**src/rtl/key_receiver.sv**
```systemverilog
// key_receiver: 8N1 UART receiver feeding a terminal key-command decoder (w/s, space, ESC [ A/B).
// Latency: byte_valid 1 cycle after the stop-bit sample; command pulses 1 cycle after byte_valid.
// Backpressure: none; the serial line cannot be stalled, every pulse is fire-and-forget.
// Optional ESC_TIMEOUT_EN: abandon a partial escape sequence after ESC_TIMEOUT_CYCLES idle cycles.
module key_receiver #(
    parameter int CLKS_PER_BIT       = 868,
    parameter int ESC_TIMEOUT_CYCLES = 1000000
) (
    input  logic       clock,
    input  logic       reset,
    input  logic       rx,
    output logic       byte_valid,
    output logic [7:0] byte_data,
    output logic       framing_error,
    output logic       paddle_0_up,
    output logic       paddle_0_down,
    output logic       paddle_1_up,
    output logic       paddle_1_down,
    output logic       start_pulse
);

    localparam int CNT_W = (CLKS_PER_BIT > 1) ? $clog2(CLKS_PER_BIT) : 1;
    localparam logic [CNT_W-1:0] CNT_LAST = CNT_W'(CLKS_PER_BIT - 1);
    localparam logic [CNT_W-1:0] CNT_HALF = CNT_W'(CLKS_PER_BIT / 2 - 1);

    typedef enum logic [1:0] {R_IDLE, R_START, R_DATA, R_STOP} rx_state_t;
    typedef enum logic [1:0] {D_NORM, D_ESC, D_CSI} dec_state_t;

    // ------------------------------------------------------------------
    // Input synchroniser
    // ------------------------------------------------------------------
    logic rx_meta;
    logic rx_s;

    // Two-flop synchroniser; resets to the idle (high) line level
    always_ff @(posedge clock) begin
        if (reset) begin
            rx_meta <= 1'b1;
            rx_s    <= 1'b1;
        end else begin
            rx_meta <= rx;
            rx_s    <= rx_meta;
        end
    end

    // ------------------------------------------------------------------
    // Receive FSM
    // ------------------------------------------------------------------
    rx_state_t        rx_state, rx_state_nxt;
    logic [CNT_W-1:0] clk_cnt, clk_cnt_nxt;
    logic [2:0]       bit_idx, bit_idx_nxt;
    logic [7:0]       shift_reg, shift_nxt;
    logic [7:0]       byte_data_nxt;
    logic             byte_vld_nxt;
    logic             frm_err_nxt;

    // Receive state, bit timing and received-byte registers
    always_ff @(posedge clock) begin
        if (reset) begin
            rx_state      <= R_IDLE;
            clk_cnt       <= '0;
            bit_idx       <= '0;
            shift_reg     <= '0;
            byte_data     <= 8'h00;
            byte_valid    <= 1'b0;
            framing_error <= 1'b0;
        end else begin
            rx_state      <= rx_state_nxt;
            clk_cnt       <= clk_cnt_nxt;
            bit_idx       <= bit_idx_nxt;
            shift_reg     <= shift_nxt;
            byte_data     <= byte_data_nxt;
            byte_valid    <= byte_vld_nxt;
            framing_error <= frm_err_nxt;
        end
    end

    // Frame sequencing: mid-bit sampling keyed off the half-bit start check
    always_comb begin
        rx_state_nxt  = rx_state;
        clk_cnt_nxt   = clk_cnt + 1'b1;
        bit_idx_nxt   = bit_idx;
        shift_nxt     = shift_reg;
        byte_data_nxt = byte_data;
        byte_vld_nxt  = 1'b0;
        frm_err_nxt   = 1'b0;
        case (rx_state)
            R_IDLE: begin
                clk_cnt_nxt = '0;
                if (!rx_s) begin
                    rx_state_nxt = R_START;
                end
            end
            R_START: begin
                if (clk_cnt == CNT_HALF) begin
                    clk_cnt_nxt = '0;
                    bit_idx_nxt = '0;
                    // A start bit that has gone high again by mid-bit was a glitch
                    rx_state_nxt = rx_s ? R_IDLE : R_DATA;
                end
            end
            R_DATA: begin
                if (clk_cnt == CNT_LAST) begin
                    clk_cnt_nxt = '0;
                    shift_nxt   = {rx_s, shift_reg[7:1]};
                    bit_idx_nxt = bit_idx + 1'b1;
                    if (bit_idx == 3'd7) begin
                        rx_state_nxt = R_STOP;
                    end
                end
            end
            R_STOP: begin
                if (clk_cnt == CNT_LAST) begin
                    clk_cnt_nxt  = '0;
                    rx_state_nxt = R_IDLE;
                    if (rx_s) begin
                        byte_vld_nxt  = 1'b1;
                        byte_data_nxt = shift_reg;
                    end else begin
                        frm_err_nxt = 1'b1;
                    end
                end
            end
            default: begin
                rx_state_nxt = R_IDLE;
                clk_cnt_nxt  = '0;
            end
        endcase
    end

    // ------------------------------------------------------------------
    // Key-command decoder
    // ------------------------------------------------------------------
    dec_state_t dec_state, dec_state_nxt;
    logic       norm_decode;
    logic       p0_up_nxt, p0_dn_nxt, p1_up_nxt, p1_dn_nxt, start_nxt;
    logic       esc_timeout_hit;

`ifdef ESC_TIMEOUT_EN
    localparam int ESC_W = $clog2(ESC_TIMEOUT_CYCLES + 1);
    localparam logic [ESC_W-1:0] ESC_LIMIT = ESC_W'(ESC_TIMEOUT_CYCLES);
    logic [ESC_W-1:0] esc_idle_cnt;

    assign esc_timeout_hit = (esc_idle_cnt == ESC_LIMIT);

    // Idle-cycle count while an escape sequence is partially received
    always_ff @(posedge clock) begin
        if (reset || dec_state == D_NORM || byte_valid || esc_timeout_hit) begin
            esc_idle_cnt <= '0;
        end else begin
            esc_idle_cnt <= esc_idle_cnt + 1'b1;
        end
    end
`else
    // Without the timeout a partial sequence waits forever for its next byte
    assign esc_timeout_hit = (ESC_TIMEOUT_CYCLES < 0);
`endif

    // Decoder state and registered single-cycle command pulses
    always_ff @(posedge clock) begin
        if (reset) begin
            dec_state     <= D_NORM;
            paddle_0_up   <= 1'b0;
            paddle_0_down <= 1'b0;
            paddle_1_up   <= 1'b0;
            paddle_1_down <= 1'b0;
            start_pulse   <= 1'b0;
        end else begin
            dec_state     <= dec_state_nxt;
            paddle_0_up   <= p0_up_nxt;
            paddle_0_down <= p0_dn_nxt;
            paddle_1_up   <= p1_up_nxt;
            paddle_1_down <= p1_dn_nxt;
            start_pulse   <= start_nxt;
        end
    end

    // Sequence parsing; a non-'[' byte after ESC falls back to plain-key decoding
    always_comb begin
        dec_state_nxt = dec_state;
        norm_decode   = 1'b0;
        p0_up_nxt     = 1'b0;
        p0_dn_nxt     = 1'b0;
        p1_up_nxt     = 1'b0;
        p1_dn_nxt     = 1'b0;
        start_nxt     = 1'b0;
        if (byte_valid) begin
            case (dec_state)
                D_NORM: norm_decode = 1'b1;
                D_ESC: begin
                    if (byte_data == 8'h5B) begin
                        dec_state_nxt = D_CSI;
                    end else if (byte_data != 8'h1B) begin
                        dec_state_nxt = D_NORM;
                        norm_decode   = 1'b1;
                    end
                end
                D_CSI: begin
                    p1_up_nxt     = (byte_data == 8'h41);
                    p1_dn_nxt     = (byte_data == 8'h42);
                    dec_state_nxt = D_NORM;
                end
                default: dec_state_nxt = D_NORM;
            endcase
            if (norm_decode) begin
                case (byte_data)
                    8'h77, 8'h57: p0_up_nxt = 1'b1;
                    8'h73, 8'h53: p0_dn_nxt = 1'b1;
                    8'h20:        start_nxt = 1'b1;
                    8'h1B:        dec_state_nxt = D_ESC;
                    default:      ;
                endcase
            end
        end else if (esc_timeout_hit) begin
            dec_state_nxt = D_NORM;
        end
    end

endmodule

```
**config.mk**
```make
export PLATFORM = sky130hd
export DESIGN_NAME = key_receiver
export DESIGN_NICKNAME = d
export VERILOG_FILES = /design/src/rtl/key_receiver.sv
export SDC_FILE = /design/constraint.sdc
export NUM_CORES = 1
export LEC_CHECK = 0
export CORE_UTILIZATION = 55
export DETAILED_ROUTE_END_ITERATION = 8
export PLACE_DENSITY = 0.8
export SLEW_MARGIN = 10
export SYNTH_ARGS = -nofsm -noshare
export SYNTH_HDL_FRONTEND = slang
export SYNTH_SLANG_ARGS = --single-unit
```
**constraint.sdc**
```tcl
create_clock -name clock -period 2.1 [get_ports clock]
set_clock_uncertainty 0.2 [all_clocks]
set_input_delay 0.315 -clock clock [delete_from_list [all_inputs] [get_ports clock]]
set_output_delay 0.315 -clock clock [all_outputs]
set_load 0.005 [all_outputs]
```
## Word-level counts from Yosys, hierarchy flattened

Cells that the tools add are included.

- $add $sub $neg: 2
- Eq/ne operators: 23
- Muxes and demuxes: 27
- Bitwise operators: 5
- Reductions and logical operators: 13

Operators by type and width:

| kind | count |
|---|---|
| equality test 8 x 7 -> 1 bit (second input constant) | 7 |
| one-hot mux 10 bit (3 select lines) | 1 |
| two-way mux 10 bit | 2 |
| two-way mux 2 bit | 10 |
| adder 10 x 1 -> 10 bit (second input constant) | 1 |
| equality test 10 bit (second input constant) | 1 |
| equality test 10 x 9 -> 1 bit (second input constant) | 1 |
| != test 2 bit (second input constant) | 5 |
| OR reduction 3 bit | 3 |
| equality test 8 x 5 -> 1 bit (second input constant) | 1 |
| equality test 8 x 6 -> 1 bit (second input constant) | 1 |
| two-way mux 1 bit | 8 |
| != test 8 x 5 -> 1 bit (second input constant) | 1 |
| one-hot mux 2 bit (4 select lines) | 1 |
| equality test 2 bit (second input constant) | 3 |
| two-way mux 3 bit | 2 |
| one-hot mux 3 bit (2 select lines) | 1 |
| AND reduction 3 bit | 2 |
| OR reduction 2 bit | 3 |
| NOT 1 bit | 5 |
| AND reduction 5 bit | 1 |
| equality test 2 x 1 -> 1 bit (second input constant) | 2 |
| zero test 2 bit | 2 |
| one-hot mux 2 bit (2 select lines) | 1 |
| other kinds (5) | 5 |

- Flip-flop bits (word level): 42
- Input bits: 3
- Output and inout port bits: 15
- Logic and storage cells: 85

## Logic depth before layout (Yosys ltp)

- Depth in word-level cells: 7
- Gate-level depth with buffers: 6
- Gate-level depth less buffers: 6

## Worst setup path before layout

OpenSTA, ideal clock, no wires.

- Kind: flip-flop to flip-flop
- Start point: reg clk_cnt[0]
- End point: reg byte_data[0]
- Setup time: 0.114 ns
- Arrival time: 1.538 ns
- Data required time: 1.786 ns
- Path slack: 0.248 ns
- Cell stages (with the launch flop): 7
- Buffers on the path: 1
- Period minus slack after synthesis: 1.852 ns
- Path through: dfxtp_1 -> ha_1 -> nand4b_1 -> or4_4 -> buf_6 -> mux2i_1 -> nor2_1

- Cells in the longest elaborated chain, start to end: 2

Ends and longest elaborated chain:

| what | RTL line | text |
|---|---|---|
| from (decl) | 50 | `logic [CNT_W-1:0] clk_cnt, clk_cnt_nxt;` |
| from (signal assigned) | 69 | `clk_cnt <= clk_cnt_nxt;` |
| equality test 10 bit | 113 | `if (clk_cnt == CNT_LAST) begin` |
| AND reduction 3 bit (no source line) | - |  |
| to (signal assigned) | 72 | `byte_data <= byte_data_nxt;` |
| to (decl) | 13 | `output logic [7:0] byte_data,` |

Every way passes these cells.
A chain may end at the register's enable or synchronous reset.

## Final worst setup path

- Start point: reg clk_cnt[0]
- End point: reg byte_data[2]

Same word-level chain as after synthesis.

==> impl_metrics.json <==
{
  "clkTransAtPathRegs_ps": 120,
  "syn_nets": 184,
  "min_path_type": "register to register",
  "core_region_area_um2": 3050,
  "row_count": 20,
  "wire_per_inst_um": 13.7,
  "numClockSinks": 42,
  "whs_ps": 231,
  "max_stage_delay_ps": 650,
  "end_kind": "register",
  "fillers": 255,
  "swShare_pct": 20.2,
  "cts_resized": 0,
  "maxCapViolations": 0,
  "p_sw_uw": 270,
  "syn_avg_cell_area_um2": 9.97,
  "grt_pass1_vias": 1260,
  "rrSetupSlack_ps": 150,
  "rsz0062_at_grt": "false",
  "finalSetupViolations": 0,
  "ys_top_cells_by_area": "dfxtp_1, mux2i_1, nor2_1",
  "drive_gt1_share_pct": 9.85,
  "slowest_stage": "or4_4",
  "worstSetupPathType": "register to register",
  "period_minus_slack_ps": 1950,
  "synth.distinct_cells": 37,
  "cts_root_buf": "clkbuf_4",
  "yosysSeqAreaShare_pct": 47.6,
  "numPortBuffers": 17,
  "fp.dieW_um": 58.7,
  "die_y_um": 58.7,
  "p_leak_nw": 0.764,
  "drtIter0Drc": 55,
  "synth.largest_area_cell": "dfxtp_1",
  "seqPwrFrac_pct": 60.2,
  "synthArstFlopShare_pct": 0,
  "fin_tns_setup_ps": 0,
  "slew_headroom_pct": 70.1,
  "antenna_cells": 0,
  "antenna_left": 0,
  "vias_per_cell": 5.46,
  "first_pass_iters": 4,
  "drcViolationCount": 0,
  "grt_antenna_before_repair": 0,
  "largest_reg_flops": 10,
  "hold_viol": 0,
  "numCtsBuffers": 5,
  "grt_overflow_total": 0,
  "grt_usage_pct": 22.3,
  "start_kind": "register",
  "critPathMaxFanout": 9,
  "routed_wirelength_um": 3390,
  "h-tree-depth": 2,
  "worst_pin_slew_ps": 449,
  "synth-edff-count": 0,
  "ys.warnings.count": 0,
  "cp_cell_sequence": "ha_1, nand4b_1, or4_4, mux2i_1, nor2_1",
  "synth_common_cells": "dfxtp_1, nor2_1, mux2i_1",
  "grt_pass1_wl_um": 5600,
  "clock_latency_ps": 350,
  "vias": 1348,
  "netlist_area_um2": 1770,
  "critPathArrivalTime_ps": 2010,
  "detailed_place_hpwl_um": 2470,
  "slew_viol_final": 0,
  "ys.flop_type": "dfxtp_1",
  "syn2layout_area_growth_pct": 15.9,
  "synth_seq_cells": 42,
  "initial_core_util_pct": 57.8,
  "die_area_um2": 3440,
  "clk_path_buf_depth": 2,
  "status": "complete, no violations",
  "synthCells": 177,
  "cts_hold_buf": 0,
  "fin_nets": 209,
  "cts_tree": "built",
  "cellPowerDensity_nw_per_um2": 653,
  "pwr-share-comb_pct": 2.0,
  "vdd_drop_max_v": 0.000489,
  "internal_power_mw": 1.07,
  "ios": 18,
  "max_freq_mhz": 512,
  "required_ps": 2160,
  "place_congestion": 0.913,
  "post_cts_buffers": 0,
  "grt_max_degree": 15,
  "pwr-share-clk_pct": 37.8,
  "yosysMostFrequentCell": "dfxtp_1",
  "synth_top_area_share_pct": 47.6,
  "period_share_pct": 93.1
}
-- logic make-up after synthesis --
| group | share of synthesized area (%) |
|---|---|
| xor+xnor | 3.47 |
| fa+ha+maj | 2.83 |
| simple gates | 28.5 |
| buf+inv | 4.04 |
| flops | 47.6 |
| mux | 9.07 |
| compound gates | 4.46 |
-- worst max-delay path: cells and delay by family, from the launching register on --
family                   cells  cell delay [ps]
adder cells (fa/ha/maj)      1              210
multiplexers                 1              200
AND/OR/NAND/NOR              3              840
flip-flops                   1              410
-- layout make-up --
type	count	area [um^2]	area share, %
clock buffer	7	45.0	2.20
clock inverter	1	30.0	1.47
inverter	2	7.51	0.367
multi-input combinational	128	853	41.7
sequential	42	841	41.1
tap	44	55.1	2.69
timing repair buffer	23	215	10.5
-- power by group through the flow --
stage,clock network (mW),logic [mW],registers [mW]
global placement,0,0.0261,0.821
global route,0.554,0.0299,0.804
finish,0.505,0.0272,0.804
floorplan,0,0.0210,0.820
CTS,0.519,0.0273,0.804
detailed placement,0,0.0272,0.822
-- layout by cell type, fill, tap and decap left out, types with 4 or more instances in the layout --
cell / Yosys / layout
ha_1: 4 / 4
nand2_1: 7 / 7
nor2b_1: 8 / 8
xor2_1: 4 / 4
clkdlybuf4s50_1: 0 / 17
a21oi_1: 7 / 7
nand3_1: 5 / 5
mux2i_1: 16 / 16
buf_4: 0 / 6
nand4_1: 6 / 6
nor2_1: 32 / 32
dfxtp_1: 42 / 42
clkbuf_4: 0 / 5
nand2b_1: 4 / 4
-- layer usage --
layer	track usage [%]	share of wire, %	vias to the layer above
li1	-	-	668
met1	26.6	45	630
met2	36.5	48	41
met3	6.59	3.8	9
met4	11.6	2.7	0
met5	0	0	-
-- per-stage QoR --
stage               utilization [%]  power, mW  setup WS (ps)  instances  area, um^2
detailed placement             64.6      0.849           40.0        239        1970
finish                         67.0       1.34            145        247        2050
CTS                            67.0       1.35            129        247        2050
global placement               64.6      0.848            203        239        1970
global route                   67.0       1.39           17.4        247        2050
floorplan                         -      0.841            248        177        1770
-- final timing paths --
check                  start      endpoint  depth (start not counted)
hold reg to reg      rx_meta          rx_s                          1
hold / removal       rx_meta          rx_s                          1
setup / recovery  clk_cnt[0]  byte_data[2]                          5
setup reg to reg  clk_cnt[0]  byte_data[2]                          5
(Power assumes the default switching activity.)
==> patch (config.mk and constraints unchanged) <==
The output `paddle_1_down` loses its register stage (`paddle_1_down` becomes a continuous assignment).
--- a/src/rtl/key_receiver.sv
+++ b/src/rtl/key_receiver.sv
@@ -165,3 +165,2 @@
             paddle_1_up   <= 1'b0;
-            paddle_1_down <= 1'b0;
             start_pulse   <= 1'b0;
@@ -172,3 +171,2 @@
             paddle_1_up   <= p1_up_nxt;
-            paddle_1_down <= p1_dn_nxt;
             start_pulse   <= start_nxt;
@@ -176,2 +174,4 @@
     end
+
+    assign paddle_1_down = p1_dn_nxt;
 
Behaviour: same outputs for any inputs over 10 cycles, from zero or initial values and one cycle with reset high; that may be too few to reach the edited logic, so the function may still have changed.
==> patch against the unedited design <==
- the run now ends with DRC, setup timing left
- critical path type is now flip-flop to output port
- critical path depth unchanged
- largest power group unchanged
- wire length rose by 12%
- sequential cell count shrank 1
- area after synthesis shrank 2.1%
- cell count grew 3.6%
- sequential power decreased by 2%
- power grew 0.66%
- design area increased by 5.6%
- fmax fell by 22%
- worst setup slack worse by 0.55 ns
- combinational power down 8.5%
==> patch: results (changes against the unedited design) <==
Post-Synth XOR/XNOR Area: 4.06% (+0.58 points)
Nets: 220 (+5.3%)
Relative slew margins: 51.1% (-19 points)
Final WS setup: -0.408 ns (-0.553 ns)
Largest net degree at the start of global routing: 20 (+5)
Synth area leaders: dfxtp_1 (48%), mux2i_1 (9.3%), nor2_1 (5.9%)
Layout cell share with drive strength beyond 1: 18.7% (+8.8 points)
Max rail drop VDD: 529 µV (+8.2%)
Max reg flops: 10 (unchanged)
Post-CTS Setup Bufs: 2 (+2)
Post-Layout Cell Count: 256 (+3.6%)
Crit path DAT: 1.99 ns (-0.02 ns)
I/O Buffers: 17 (unchanged)
PostCTS Resize Cnt: 9 (+9)
Ys Warns: 0 (unchanged)
Clk pwr share: 39.8% (+2.0 points)
Post-synthesis compound-gate area fraction: 5.50% (+1.0 points)
Min-delay worst type: flip-flop to flip-flop
Initial DRC count: 59 (+7.3%)
First-pass GRT wire length: 6590 µm (+18%)
CTS Buf Count: 5 (unchanged)
Max FO, Critical Path: 2 (-7)
Antenna diodes: 0 (unchanged)
Failing checks: DRC, setup timing
Synth Area in Adders: 2.90% (+0.062 points)
Max-Cap Viols: 0 (unchanged)
Vias in the first global route: 1,377 (+9.3%)
Mux cell area share after synthesis: 9.27% (+0.20 points)
Filler cells: 190 (-25%)
Max Buffers Root-to-Sink: 2 (unchanged)
Pwr dens: 622 nW/µm² (-4.7%)
First drt pass iteration count: 8 (+4)
Leakage: 0.900 nW (+18%)
Seq. cell area: 826 µm² (-1.8%)
GP Congestion: 0.856 (-6.1%)
Clock Latency Late Sink: 0.35 ns (about the same)
Int Pwr: 1.07 mW (+0.85%)
Netlist cell types: 38 (+2.7%)
Placed insts: 245 (+2.5%)
Post-Syn Nets: 186 (+1.1%)
Final setup TNS: -0.408 ns (-0.408 ns)
Vias per cell: 5.70 (+4.4%)
# setup viols final: 1 (+1)
Initial antenna violation count: 0 (unchanged)
Dpl ws: -0.537 ns (-0.577 ns)
Placed Instance Area: 2030 µm² (+2.8%)
GRT Util Overall: 25.5% (+3.2 points)
WL/cell: 14.8 µm (+7.9%)
Hpwl dp: 2680 µm (+8.4%)
# H-tree levels: 2 (unchanged)
Remaining DRCs: 2 (+2)
Status: finished, violations left
Async SR Flop Fraction: 0% (unchanged)
Sequential cell area fraction in the yosys report: 47.5% (-0.12 points)
Avg Cell Area, Syn: 9.65 µm² (-3.2%)
Seq pwr share: 58.4% (-1.8 points)
Synth top cells by count: dfxtp_1 (41), nor2_1 (27), mux2i_1 (16)
-- patch: cell types whose count changed in the layout (fill, tap and decap cells not counted), sizes merged, moves of 2 or more --
cell / before / now
a32oi: 0 / 2
buf: 6 / 18
nand2: 7 / 11
nand2b: 4 / 1
nand3b: 3 / 0
nand4: 6 / 4
nor2: 32 / 27
nor2b: 8 / 0
nor3: 2 / 12
o21ai: 1 / 4
or4b: 0 / 2
-- patch: metal layers --
layer	track usage [%]	wire length (µm)	part of all wire [%]	vias up
met4	8.16	51	1.3	0
met5	0	0	0	-
met3	6.03	165	4.4	5
met1	33.4	1730	46	699
li1	-	-	-	713
met2	41.5	1850	49	41
-- patch: cells by family (layout without fill, tap and decap cells) --
kind of cell               count (synthesis)  after routing
AOI/OAI and AO/OA                         15             15
DFF                                       41             41
and+or+nand+nor                           86             86
buffers and inverters                      9             44
xor gates and xnor gates                   8              8
adders and majority gates                  4              4
muxes                                     16             16
-- patch: final timing paths --
| path | cells past startpoint | slack [ns] | to | startpoint |
|---|---|---|---|---|
| hold reg to reg | 1 | 0.25 | rx_s | rx_meta |
| hold / removal | 1 | 0.25 | rx_s | rx_meta |
| setup / recovery | 5 | -0.41 | paddle_1_down | byte_valid |
| setup reg to reg | 5 | 0.15 | bit_idx[0] | clk_cnt[1] |
-- patch: worst max-delay path, stage by stage (launching register included) --
cell     delay (ns)
dfxtp_2        0.36
inv_2          0.04
or4b_4         0.54
or4_4          0.44
nor3b_2        0.15
buf_2          0.12
-- patch: area by class of cell --
class	count	share of cell area, %
Sequential cell	41	38.2
Inverter	2	0.347
Multi-Input combinational cell	129	41.4
Timing Repair Buffer	34	13.5
Clock inverter	2	1.74
Tap cell	42	2.43
Clock buffer	6	2.37
